$ cat config.mk
export PLATFORM = sky130hd
export DESIGN_NAME = shared_bus_arbiter
export DESIGN_NICKNAME = d
export VERILOG_FILES = /design/src/rtl/shared_bus_arbiter.sv
export SDC_FILE = /design/constraint.sdc
export NUM_CORES = 1
export LEC_CHECK = 0
export BUFFER_PORTS_ARGS = -buffer_cell sky130_fd_sc_hd__buf_4
export CAP_MARGIN = 20
export CORE_UTILIZATION = 30
export CTS_BUF_LIST = sky130_fd_sc_hd__clkbuf_2
export DETAILED_ROUTE_END_ITERATION = 16
export HOLD_SLACK_MARGIN = 0.1
export MAX_ROUTING_LAYER = met4
export PLACE_DENSITY = 0.67
export SLEW_MARGIN = 0
export SYNTH_ARGS = -nofsm -noshare
export SYNTH_HDL_FRONTEND = slang
export SYNTH_SLANG_ARGS = --single-unit
$ cat constraint.sdc
create_clock -name clk -period 2.5 [get_ports clk]
set_input_delay 0 -clock clk [delete_from_list [all_inputs] [get_ports clk]]
set_output_delay 0 -clock clk [all_outputs]
set_load 0.01 [all_outputs]
$ cat src/rtl/shared_bus_arbiter.sv
// Three-master shared bus arbiter (CPU=0, CCD=1, ACC=2): registered round-robin grant
// with a burst limit and one-cycle read return. Define SHARED_BUS_CPU_PRIO_EN for CPU priority.
module shared_bus_arbiter #(
    parameter int ADDR_W    = 16,
    parameter int DATA_W    = 16,
    parameter int MAX_BURST = 8
) (
    input  logic                  clk,
    input  logic                  rst,
    input  logic [2:0]            req_i,
    input  logic [2:0]            we_i,
    input  logic [3*ADDR_W-1:0]   addr_i,
    input  logic [3*DATA_W-1:0]   wdata_i,
    output logic [2:0]            gnt_o,
    output logic [2:0]            rvalid_o,
    output logic [DATA_W-1:0]     rdata_o,
    output logic                  stall_o,
    output logic                  bus_en_o,
    output logic                  bus_we_o,
    output logic [ADDR_W-1:0]     bus_addr_o,
    output logic [DATA_W-1:0]     bus_wdata_o,
    input  logic [DATA_W-1:0]     bus_rdata_i
);

    localparam int CNT_W = (MAX_BURST > 1) ? $clog2(MAX_BURST) : 1;
    localparam logic [CNT_W-1:0] BURST_LAST = CNT_W'(MAX_BURST - 1);

    typedef enum logic {IDLE, OWN} state_t;

    state_t           state_q;
    logic [2:0]       gnt_q;
    logic [1:0]       last_q;
    logic [CNT_W-1:0] burst_q;
    logic [2:0]       rvalid_q;

    logic [2:0] others;
    logic [2:0] pick_all;
    logic [2:0] pick_oth;
    logic       owner_req;
    logic       preempt;
    logic       rotate_ok;

    // Round-robin search starting just after the last owner.
    function automatic logic [2:0] rr_pick(input logic [2:0] mask, input logic [1:0] last);
        logic [2:0] res;
        res = 3'b000;
`ifdef SHARED_BUS_CPU_PRIO_EN
        if (mask[0]) begin
            res = 3'b001;
        end
`endif
        for (int i = 1; i <= 3; i++) begin
            int k;
            k = (int'(last) + i) % 3;
            if (res == 3'b000 && mask[k]) begin
                res[k] = 1'b1;
            end
        end
        return res;
    endfunction

    function automatic logic [1:0] oh2idx(input logic [2:0] oh);
        logic [1:0] idx;
        idx = 2'd0;
        if (oh[1]) idx = 2'd1;
        if (oh[2]) idx = 2'd2;
        return idx;
    endfunction

    assign others    = req_i & ~gnt_q;
    assign pick_all  = rr_pick(req_i, last_q);
    assign pick_oth  = rr_pick(others, last_q);
    assign owner_req = |(req_i & gnt_q);

`ifdef SHARED_BUS_CPU_PRIO_EN
    assign preempt   = req_i[0] & ~gnt_q[0];
    assign rotate_ok = ~gnt_q[0];
`else
    assign preempt   = 1'b0;
    assign rotate_ok = 1'b1;
`endif

    always_ff @(posedge clk or posedge rst) begin
        if (rst) begin
            state_q  <= IDLE;
            gnt_q    <= 3'b000;
            last_q   <= 2'd2;
            burst_q  <= '0;
            rvalid_q <= 3'b000;
        end else begin
            rvalid_q <= gnt_q & req_i & ~we_i;
            case (state_q)
                IDLE: begin
                    burst_q <= '0;
                    if (|req_i) begin
                        state_q <= OWN;
                        gnt_q   <= pick_all;
                        last_q  <= oh2idx(pick_all);
                    end
                end
                OWN: begin
                    if (!owner_req) begin
                        burst_q <= '0;
                        if (|others) begin
                            gnt_q  <= pick_oth;
                            last_q <= oh2idx(pick_oth);
                        end else begin
                            state_q <= IDLE;
                            gnt_q   <= 3'b000;
                        end
                    end else if (preempt) begin
                        gnt_q   <= 3'b001;
                        last_q  <= 2'd0;
                        burst_q <= '0;
                    end else if (burst_q == BURST_LAST) begin
                        // At the limit: hand over if anyone waits, else hold and saturate.
                        if ((|others) && rotate_ok) begin
                            gnt_q   <= pick_oth;
                            last_q  <= oh2idx(pick_oth);
                            burst_q <= '0;
                        end
                    end else begin
                        burst_q <= burst_q + 1'b1;
                    end
                end
                default: begin
                    state_q <= IDLE;
                    gnt_q   <= 3'b000;
                    burst_q <= '0;
                end
            endcase
        end
    end

    always_comb begin
        bus_we_o    = 1'b0;
        bus_addr_o  = '0;
        bus_wdata_o = '0;
        for (int k = 0; k < 3; k++) begin
            if (gnt_q[k]) begin
                bus_we_o    = we_i[k];
                bus_addr_o  = addr_i[k*ADDR_W +: ADDR_W];
                bus_wdata_o = wdata_i[k*DATA_W +: DATA_W];
            end
        end
    end

    assign bus_en_o = owner_req;
    assign gnt_o    = gnt_q;
    assign rvalid_o = rvalid_q;
    assign rdata_o  = (|rvalid_q) ? bus_rdata_i : '0;
    assign stall_o  = req_i[0] & ~gnt_q[0];

endmodule
==> results summary, run 1 <==
The first routing iteration left 150 violations. The largest vdd supply drop came out at 0.0004193 V. The global-route congestion overflow total is 0.

The setup violation total in the final timing report is 0. The endpoint identified for the worst register-to-register timing path is gnt_o[2]. The final number of max-transition violations came out at 0. The level count of the clock H-tree is 1. Measured along the x axis, the die boundary spans around 80 um. The area of the placeable core came out at 6026 um^2. The floorplan step defined a die boundary enclosing 6670 um^2.

The ratio of cells with drive above 1 in the final layout came out at 46.43%. The first global-routing pass estimated 11060 um of wire. The beginning of the worst register-to-register path is last_q[1]. The starting utilization of the core area is 31.60%. For flop-to-flop paths, the worst setup slack is about 0.16 ns. The number of storage elements in the synthesis netlist came out at 12. The number of flops mapped to enable cells by yosys came out at 0. The maximum clock frequency is approximately 430 MHz. The buffering stage count on the worst path with inverters included is 1. The maximum number of pins on one net before global-route repair is 65. The global-route usage over all layers is 21.86%. The critical path goes through inv_1 -> ha_1 -> nand3b_1 -> o32ai_4 -> o32ai_2 -> nor4_2 -> o21ai_1 -> a21oi_1. The delay of the slowest cell on the worst path is around 0.57 ns.

The switching component of the power is around 1500 uW. 177 I/O pins were placed. Headroom to the max-slew limit came out at 63.81%. Max-cap violations in this run came to 0. Summing every instance area after synthesis gives between 1500 and 2000 um^2. The worst path required time is approximately 2.7 ns.

The run finished with clean final reports. Of all cell types, the one taking the most synthesized area is dfrtp_1. The number of antenna violations at the first check in global routing came out at 0. The post-synthesis area per instance came out at just under 7 um^2. Row generation in the floorplan step produced 28 rows. The endpoint with the worst hold slack is state_q. The quantity of I/O buffers inserted on ports is ~180. Buffers inserted to repair hold after CTS numbered 8. The final sum of negative setup slack came out at 0 ns. The area growth from synthesis to layout came out at 76.74%. In this run, the combinational gates consume 85.2% of the power. The worst setup path is captured at a flip-flop.

The count of antenna diodes in the layout came out at 0. The synthesized netlist cell count is 275. The pre-CTS worst setup slack is 0.2137 ns. The net count of the mapped netlist is 401. The total wire length after detailed routing is 7951 um. The total number of yosys warnings is 0. The total setup buffers inserted after CTS is 0. The post-layout utilization of the core came out at between 50% and 60%. The number of endpoints with negative hold slack in the final report came out at 0. The cell class contributing the biggest share of worst-path delay is simple AND/OR/NAND/NOR gates. The share of Yosys cell area claimed by the top area cell type came out at approximately 14%. Overall power consumption after layout is estimated at 3020 uW. In the synthesized netlist the dominant register cell turns out to be dfrtp_1. The data arrival time of the critical path is roughly 2.5 ns.

For this design the static power due to leakage is approximately 0.0016 uW. The detailed placement HPWL came out at ~6200 um. The largest driver fanout on the critical path is 12. The number of different library cells used by synthesis comes to 52. The startpoint of the lowest-slack hold path is req_i[1]. The count of instances resized after the clock tree is built came out at 0. The via count of the first global-routing pass came out at ~2400. The share of total power in the clock network is 3.3%. The via-per-instance ratio came out at 5.298.

After clock tree synthesis, the clock-pin slew on the worst setup and hold paths is 0.11 ns. Setup repair after global routing left no endpoint under its margin. The internal power component came out at around 1500 uW. The tree is rooted in a clkbuf_2.

Leaving out fill and tap cells, the most frequent cell in the layout is buf_4. The share of the cycle needed by the critical path after routing is between 90% and 100%. In this run the worst hold path is classified as in -> reg. Dividing total power by cell area gives a power density of 897.4 nW/um^2. The number of remaining DRC errors is 0.

The clock sink count came out at 12. The post-synthesis async set-or-reset flop share is 100.0%. The worst path setup slack after routing came out at between 0.15 and 0.2 ns. The worst register-to-register path has a depth of 8. The start-to-end type of the worst setup path is reg -> reg.

The clock skew after layout came out at 0.0003158 ns. The power share of the sequential group is 11.5%. STA classifies the critical path startpoint as a flip-flop. For this run, the post-layout net count is about 580. No sink is reached through more buffers than the 2 on the longest clock path. TritonCTS built the clock tree.

The via count of the routed design came out at about 2800. The post-detailed-route count of antenna-violating nets came out at 0. The total clock buffers created by CTS came out at 3. The total iterations of the first detailed-routing run is 4.

The switching part of the total power came out at 50.36%. The clock period could shrink to 2.337 ns. The worst hold path depth is 2. In the post-synthesis netlist, the biggest area contributors are dfrtp_1 (14%), a22oi_1 (13%), o21ai_0 (10%). Routability-driven placement finished with a final weighted congestion of roughly 0.94.

The instance count after placement with tap cells included came out at slightly above 500. Dividing the detail-routed wire length by the instance count gives ~15 um. The clock latency on the worst-skew pair is around 0.27 ns. The die height is approximately 82 um. The slowest stage of the critical path is the dfstp_2 cell. The library cells used most frequently in the layout, excluding fill and tap cells, are buf_4 (186), nand2_1 (48), o21ai_0 (38), a22oi_1 (33), nor2b_1 (16). The slew at the pin closest to its max-slew limit came out at about 0.54 ns.

The share of synthesized area occupied by flip-flops and latches is 15.83%. The finished layout holds about 520 standard cells, fillers aside.
-- area by class of cell --
| cell class | instances | area [um^2] |
|---|---|---|
| fill | 577 | 2660 |
| timing repair buffer | 194 | 1476 |
| multi-input combinational | 230 | 1444 |
| sequential | 12 | 302.8 |
| tap | 75 | 93.84 |
| inverter | 8 | 30.03 |
| clock buffer | 3 | 15.01 |
| clock inverter | 1 | 3.754 |
-- routing by layer --
layer	track usage (%)	vias up	part of all wire [%]
li1	-	1348	-
met1	26.03	1280	40
met2	39.25	133	52
met3	3.556	10	7.3
met4	3.158	0	1.3
met5	-	-	0
-- logic make-up (layout without fill, tap and decap cells) --
kind of cell	after synthesis	count (layout)	share of synthesized area (%)
muxes	3	3	1.643
and+or+nand+nor	110	110	30.36
buffers and inverters	33	206	8.475
DFF	12	12	15.83
adders and majority gates	6	6	3.942
AOI/OAI and AO/OA	111	111	39.75
-- synth_stat cells (all sizes together), types with 3 or more instances --
master,number
nand2,48
o21ai,41
a22oi,33
nor2b,18
clkbuf,16
a21oi,14
dfrtp,11
nor2,11
buf,9
inv,8
ha,6
nand2b,6
nand3b,6
nand3,5
nor3b,5
nor3,4
a31oi,3
o21bai,3
o32ai,3
-- power groups by stage --
stage                     sequential, uW  clock, uW  combinational [uW]
after floorplan                      324          0                1570
after global routing                 352        115                2820
after detailed placement             348          0                2550
after CTS                            344        103                2570
final                                346       99.7                2570
after global placement               345          0                2520
-- registers in the layout (all words and copies together), names as in the netlist --
register	count
rvalid_o	3
burst_q	3
state_q	1
last_q	2
gnt_o	3
-- per-stage QoR --
stage | cell area (um^2) | hold WS, ns
6_report | 3366 | 0.1123
5_1_grt | 3366 | 0.1028
4_1_cts | 3366 | 0.1003
3_5_place_dp | 3267 | 0.04568
3_3_place_gp | 3267 | 0.04678
2_1_floorplan | 1904 | -0.1360
-- worst max path at each step --
| stage | start | end | slack (ns) | cells after the start |
|---|---|---|---|---|
| global placement | last_q[1] | last_q[1] | 0.26 | 8 |
| global route | last_q[1] | gnt_o[2] | 0.01 | 8 |
| floorplan | last_q[1] | last_q[1] | 0.51 | 7 |
| CTS | last_q[1] | gnt_o[2] | 0.19 | 8 |
| finish | last_q[1] | gnt_o[2] | 0.16 | 8 |
| detailed placement | last_q[1] | gnt_o[2] | 0.21 | 8 |
Power figures use the tool's default switching activity.
==> run 2, diff against run 1 <==
==> constraint.sdc (replaced) <==
create_clock -name clk -period 3 [get_ports clk]
set_input_delay 0 -clock clk [delete_from_list [all_inputs] [get_ports clk]]
set_output_delay 0 -clock clk [all_outputs]
set_load 0.01 [all_outputs]
==> results summary, run 2 (synthesized netlist as in run 1, its figures left out) <==
The largest vdd supply drop came out at between 0.0003 and 0.0004 V. The tightest hold path in the finished design has a slack of just under 0.3 ns. The longest clock path from root to sink contains 2 buffers. The max capacitance violation total came out at 0. The width of the chip is between 80 and 90 um.

Counting I/O delays and the setup requirement, the final critical path takes 2.449 ns. Summed over all layers, the global routing overflow is 0. The slew at the pin closest to its max-slew limit is around 0.66 ns. The worst hold path depth is 4.

The number of endpoints with negative hold slack in the final report was 0. The final number of max-transition violations is 0. The total wire length after detailed routing is between 7000 and 8000 um.

The worst setup path is captured at a flip-flop. The clock sink count is 12. The class of the tightest hold or removal check is in -> out. The share of the cycle needed by the critical path after routing is between 80 and 90%.

The post-detailed-route count of antenna-violating nets is 0. Summed over all failing endpoints, the final setup total negative slack is 0 ns. The data arrival time of the critical path is around 2.6 ns. The number of antenna diodes in the final layout is 0. The critical path is of the reg -> reg type.

The library cells used most frequently in the layout, excluding fill and tap cells, are buf_4 (181), nand2_1 (48), o21ai_0 (38), a22oi_1 (33), nor2b_1 (16). The clock latency on the worst-skew pair came out at between 0.2 and 0.3 ns. Clock tree synthesis inserted a total of 3 buffers. The global-route met2 utilization came out at a little under two fifths. Entering global routing, the biggest net connects between 60 and 70 pins. Routability-driven placement finished with a final weighted congestion of ~0.86.

The core region is 6026 um^2. STA classifies the critical path startpoint as a flip-flop. The static leakage power is 0.001559 uW. The final net count is approximately 570. The worst path required time is around 3.2 ns. The register-to-register path setup slack came out at approximately 0.55 ns.

The total iterations of the first detailed-routing run came out at 4. The ratio of cells with drive above 1 in the final layout came out at ~46%. The count of instances resized after the clock tree is built came out at 0. The layer flagged by global routing as most heavily used is met2. The via count of the first global-routing pass came to about 2400. The number of top-level pins is 177. The initial utilization of the core area, before any placement, comes to a little under a third. The clock transition at the registers of the reported paths came out at around 0.11 ns. Detailed routing inserted a total of around 2700 vias.

The worst relative slew slack is a little under three fifths. The endpoint of the worst-slack reg-to-reg timing path is gnt_o[1]. Setup repair after global routing left no endpoint under its margin. The post-layout utilization of the core is a little under three fifths. TritonCTS built the clock tree.

The detailed placement HPWL came out at ~6100 um. The area growth from synthesis to layout is 75.30%. The level count of the clock H-tree is 1. The global-route usage over all layers is between 20% and 30%. The largest driver fanout on the critical path is 11. Derived from the worst setup path, the maximum achievable clock frequency is just over 400 MHz.

The number of DRC violations after detailed-routing iteration 0 came out at approximately 130. The met1 track demand over resource is approximately 28%. The setup violation total in the final timing report came out at 0. The startpoint of the lowest-slack hold path is addr_i[36]. The flow ran to the end, and the final reports show no timing, DRC or antenna violations.

The total power density per cell area is between 700 and 800 nW/um^2. The clock skew after layout is between 0.0015 and 0.002 ns. The pre-CTS worst setup slack is 0.6188 ns. In the final routed layout, each cell accounts on average for 15.28 um. For hold timing, the worst endpoint is bus_addr_o[4].

The via-per-instance ratio is around 5.2. The number of remaining DRC errors came out at 0. The number of antenna violations at the first check in global routing is 0. The worst path meets setup with between 0.5 and 0.6 ns of slack.

The first global-routing pass estimated between 10000 and 15000 um of wire. The routing usage on met3 came out at under 10%. The floorplan die area came out at approximately 6700 um^2. The floorplan has 28 rows. The die height came out at 81.67 um. The beginning of the worst register-to-register path is last_q[1].

The library cell used most frequently in the layout, excluding fill and tap cells, is buf_4. The root buffer cell chosen for the clock tree is clkbuf_2. The worst reg2reg path depth is 8. The quantity of I/O buffers inserted on ports is roughly 180.
-- run 2: cell type report --
type / instances / area, um^2
inverters: 8 / 30.03
fillers: 585 / 2688
clock buffers: 3 / 15.01
multi-input cells: 230 / 1444
clock inverters: 1 / 3.754
well taps: 75 / 93.84
repair buffers: 190 / 1449
flip-flops and latches: 12 / 302.8
-- run 2: power by group --
part           internal, uW  total (uW)  leakage (uW)  switching, uW
Sequential              216         293      0.000151           76.7
Clock                  28.9        81.8     0.0000140           52.9
Combinational           960        2090       0.00139           1130
Total                  1210        2460       0.00156           1260
-- run 2: critical path, cell delays in order (launching register included) --
cell and delay (ns):
dfstp_2 0.58, ha_1 0.40, buf_4 0.26, a2bb2oi_2 0.14
nor2_1 0.06, a221oi_2 0.31, a31oi_1 0.18, mux2_2 0.29
a31oi_1 0.16
-- run 2: how the worst max path moves through the flow --
stage / from / to / slack [ns] / cells past startpoint
after floorplan: last_q[1] / last_q[1] / 1.01 / 7
after global placement: last_q[0] / last_q[1] / 0.67 / 8
after detailed placement: last_q[0] / last_q[1] / 0.62 / 8
after CTS: last_q[1] / last_q[1] / 0.59 / 8
after global routing: last_q[1] / last_q[1] / 0.35 / 8
final: last_q[1] / gnt_o[1] / 0.55 / 8
-- run 2: per-stage QoR --
stage	area (um^2)	power, uW	std cells
3_5_place_dp	3229	2356	506
5_1_grt	3338	2683	519
4_1_cts	3338	2457	519
6_report	3338	2464	519
3_3_place_gp	3229	2341	506
2_1_floorplan	1904	1577	275
-- run 2: repair_timing --
action | CTS | global route
hold buffers | 9 | 0
buffers inserted | 0 | 0
hold endpoints to repair | 16 | 0
-- run 2: metal layers --
layer  wire length [um]  vias to the layer above
met5                  0                        -
met4                 79                        0
met1               3340                     1195
met3                608                        6
li1                   -                     1342
met2               3902                      141
==> run 3, diff against run 2 <==
--- a/config.mk
+++ b/config.mk
@@ -5,6 +5,7 @@
 export SDC_FILE = /design/constraint.sdc
 export NUM_CORES = 1
 export LEC_CHECK = 0
+export ABC_AREA = 1
 export BUFFER_PORTS_ARGS = -buffer_cell sky130_fd_sc_hd__buf_4
 export CAP_MARGIN = 20
 export CORE_UTILIZATION = 30
@@ -12,7 +13,7 @@
 export DETAILED_ROUTE_END_ITERATION = 16
 export HOLD_SLACK_MARGIN = 0.1
 export MAX_ROUTING_LAYER = met4
-export PLACE_DENSITY = 0.67
+export PLACE_DENSITY = 0.72
 export SLEW_MARGIN = 0
 export SYNTH_ARGS = -nofsm -noshare
 export SYNTH_HDL_FRONTEND = slang
==> constraint.sdc (replaced) <==
create_clock -name clk -period 2.05 [get_ports clk]
set_input_delay 0 -clock clk [delete_from_list [all_inputs] [get_ports clk]]
set_output_delay 0 -clock clk [all_outputs]
set_load 0.01 [all_outputs]
==> results summary, run 3 <==
Of the total power, the share spent switching nets is ~51%. In this run, synthesis inferred 0 flip-flops with an integrated enable. From left edge to right edge, the die measures 79.42 um.

The internal power component came out at roughly 2200 uW. The detailed placement HPWL came out at between 6000 and 7000 um. The clock latency on the worst-skew pair is around 0.28 ns. After synthesis, the netlist uses 24 different library cells. The share of total power in the clock network is under 10%.

Setup violations remaining at the end of the flow were counted as 5. The quantity of I/O buffers inserted on ports came out at roughly 180. After floorplanning, the core was divided into 27 placement rows. The flow ran to the end, but the final reports show violations. The total power density per cell area came out at approximately 1200 nW/um^2. The finished layout cell area is 3732 um^2. The power share of the sequential group came out at under 10%. The most common cell in the synthesized netlist is nand2_1. The met1 track demand over resource came out at roughly 28%. The global-route met2 utilization came out at between 40% and 50%.

The final sum of negative setup slack came out at -0.3938 ns. The via count of the first global-routing pass came out at 2760. Summing over every cut layer, the via total after detailed routing is ~2900.

The share of the cycle needed by the critical path after routing came out at 104.7%. On the critical path the largest part of the delay comes from simple AND/OR/NAND/NOR gates. The ratio of cells with drive above 1 in the final layout came out at a little over half.

The total placed instance area came out at 3248 um^2. The number of top-level pins came out at about 180. For this run, the register share of the synthesized area comes to roughly 17%. The maximum number of pins on one net before global-route repair came out at 69.

The worst path required time is approximately 2.2 ns. The static leakage power came out at 0.001995 uW. The starting utilization of the core area came out at around a third. The endpoint of the worst-slack reg-to-reg timing path is gnt_o[2]. Final hold analysis gives a worst-case slack of approximately 0.27 ns. The number of endpoints with negative hold slack in the final report came out at 0.

By instance count, the cell type seen most on the critical path is nand2_1. The count of cells in the finished layout, fillers not included, comes to approximately 590. The footprint of the multi-input gates is between 1000 and 1500 um^2. The netlist area before placement came out at approximately 1800 um^2.

The total clock buffers created by CTS came out at 3. The count of antenna diodes in the layout came out at 0. The longest clock path from root to sink contains 2 buffers.

The worst reg2reg path depth is 14. The portion of total power attributed to combinational logic came out at approximately 90%. The worst setup path is captured at a flip-flop.

The clock sink count came out at 12. Data on the critical path arrives at its endpoint at 2.34 ns. The congestion estimate from routability-driven global placement came to roughly 0.97. The signal on the critical path passes through ha_4 -> buf_8 -> nand3_4 -> nand3_2 -> nand2_4 -> nand2_2 -> o21ai_2 -> inv_1 -> nand3_1 -> nand2_1 -> inv_1 -> nand2_1 -> nand3b_1 -> nand2_1.

Dividing the detail-routed via count by the number of cells gives ~5.0. The time the worst path needs with I/O delays and setup is about 2.1 ns. The global-route congestion overflow total came out at 0.

The max capacitance violation total is 0. The critical path is of the reg -> reg type. When the netlist entered floorplanning its net count stood at 440. The Yosys step of the flow raised 0 warnings. The synthesized netlist cell count is between 300 and 400. Leaving out fill and tap cells, the most frequent cells in the layout are buf_4 (199), nand2_1 (71), o21ai_0 (35), inv_1 (33), a22oi_1 (33). The global-route wire length before repair is approximately 12000 um.

In this run the number of H-tree levels came out at 1. The area growth from synthesis to layout is 107.6%. The routed wirelength normalized by instance count came out at 14.58 um. The global-route usage over all layers is 24.85%. TritonCTS built the clock tree.

The total iterations of the first detailed-routing run is 4. By area the synthesized netlist is led by nand2_1 (18%), dfrtp_1 (15%), a22oi_1 (14%). The largest vdd supply drop came out at a little under 0.0006 V.

The total of fill cells in the finished design came out at 480. Setup repair after global routing could not meet its margin everywhere. The register-to-register path setup slack is -0.1 ns. The tightest min-delay check is of the in -> async type.

The instance count after placement with tap cells included came out at about 560. STA classifies the critical path startpoint as a flip-flop. The leading cell type in the layout, fill and taps excluded is buf_4. The largest single stage delay on the critical path is between 0.6 and 0.7 ns.

The clock transition at the registers of the reported paths came out at approximately 0.13 ns. The post-synthesis async set-or-reset flop share is 100.0%. The commonest cells after synthesis are nand2_1 (84), inv_1 (37), o21ai_0 (35), a22oi_1 (33), nor2_1 (33). The floorplan step set the die height to a little under 80 um. The number of DRC violations after detailed-routing iteration 0 came out at roughly 220.

Among all flip-flop cells after synthesis, the most frequent one is dfrtp_1. The worst path setup slack after routing is -0.09730 ns. The post-synthesis area per instance came out at 5.726 um^2. The slowest cell on the critical path is dfstp_2. The final net count came out at 641. The post-detailed-route count of antenna-violating nets came out at 0. For the pin with the worst max-slew slack, the measured transition is between 0.5 and 0.6 ns. The most heavily used metal layer in global routing is met2.

In the final layout, flip-flops and latches occupy slightly above 300 um^2. The overall power consumption is roughly 4500 uW. The synthesized design contains 12 register bits. In this run the tightest slew margin relative to its limit is 60.90%. The floorplan step defined a core boundary enclosing about 5600 um^2. The clock skew after layout is 0.01331 ns. CTS placed an instance of clkbuf_2 at the clock tree root. In this run the power spent charging and discharging nets is approximately 2300 uW. The checks that failed: setup timing. The floorplan die area is 6307 um^2. The total wire length after detailed routing came out at 8542 um. After detailed routing, the number of remaining DRC violations is 0. The synthesized design spends more area on one cell type than any other, namely nand2_1. Static timing analysis puts the maximum clock frequency at ~470 MHz. In the global route stage, met3 resource usage came out at 4.343%.

The number of antenna violations at the first check in global routing came out at 0. The final number of max-transition violations came out at 0. The buffering stage count on the worst path with inverters included came out at 3. Of all nets on the critical path, the largest fanout is 5. The beginning of the worst register-to-register path is last_q[1]. The share of Yosys cell area claimed by the top area cell type came out at between 15 and 20%.
==> run 3: cell count changes after synthesis, moves of 6 or more <==
cell | before | now
inv_1 | 7 | 37
nand2b_1 | 6 | 0
a21oi_1 | 13 | 4
nor2b_1 | 16 | 0
nand2_1 | 48 | 84
nand3_1 | 5 | 27
nor2_1 | 11 | 33
==> run 3: repair_timing <==
action	4_1_cts	5_1_grt
gates resized for setup	32	31
hold buffers	9	0
endpoints found under the setup margin	5	28
setup buffers	10	3
gates cloned	1	0
hold endpoints to repair	16	0
pin swaps	15	26
==> run 3: how the worst max path moves through the flow <==
stage,to,from,cells after the start
CTS,gnt_o[2],last_q[1],14
global placement,gnt_o[2],last_q[1],15
finish,gnt_o[2],last_q[1],14
global route,gnt_o[0],last_q[1],14
floorplan,last_q[0],last_q[1],16
detailed placement,last_q[0],last_q[1],16
==> run 3: cell families after synthesis <==
| family | after synthesis | synth area share [%] |
|---|---|---|
| AOI/OAI and AO/OA | 75 | 25.54 |
| adders and majority gates | 6 | 4.175 |
| buffers and inverters | 58 | 12.46 |
| DFF | 12 | 16.77 |
| and+or+nand+nor | 163 | 41.06 |
==> run 3: final cells by class <==
| type | count | area share [%] |
|---|---|---|
| Tap cell | 72 | 2.414 |
| Multi-Input combinational cell | 244 | 39.86 |
| Sequential cell | 12 | 8.113 |
| Timing Repair Buffer | 213 | 44.72 |
| Clock buffer | 3 | 0.4023 |
| Clock inverter | 1 | 0.1006 |
| Inverter | 41 | 4.392 |
==> run 3: per-stage QoR <==
stage / setup slack (ns) / utilization, %
global route: -0.1929 / 66.16
CTS: -0.02718 / 63.81
global placement: -0.01185 / 57.57
floorplan: 0.06235 / -
detailed placement: -0.1269 / 57.57
finish: -0.09730 / 66.16
==> run 3: layer usage <==
layer / share of wire (%) / vias to the layer above
met4: 2.4 / 0
met3: 7.2 / 18
li1: - / 1436
met2: 53 / 153
met5: 0 / -
met1: 38 / 1303
==> run 3: power by group through the flow <==
stage / Sequential (uW) / Combinational (uW) / Clock (uW)
after global placement: 404 / 2980 / 0
after CTS: 406 / 3560 / 128
after floorplan: 387 / 1760 / 0
after detailed placement: 409 / 3020 / 0
after global routing: 419 / 4280 / 139
final: 409 / 3970 / 128
==> run 3: worst reg2reg max path: cells and delay by family, from the launching register on <==
kind	cells	cell delay [ns]
and+or+nand+nor	9	0.77
DFF	1	0.61
buffers and inverters	3	0.30
adders and majority gates	1	0.24
AOI/OAI and AO/OA	1	0.14
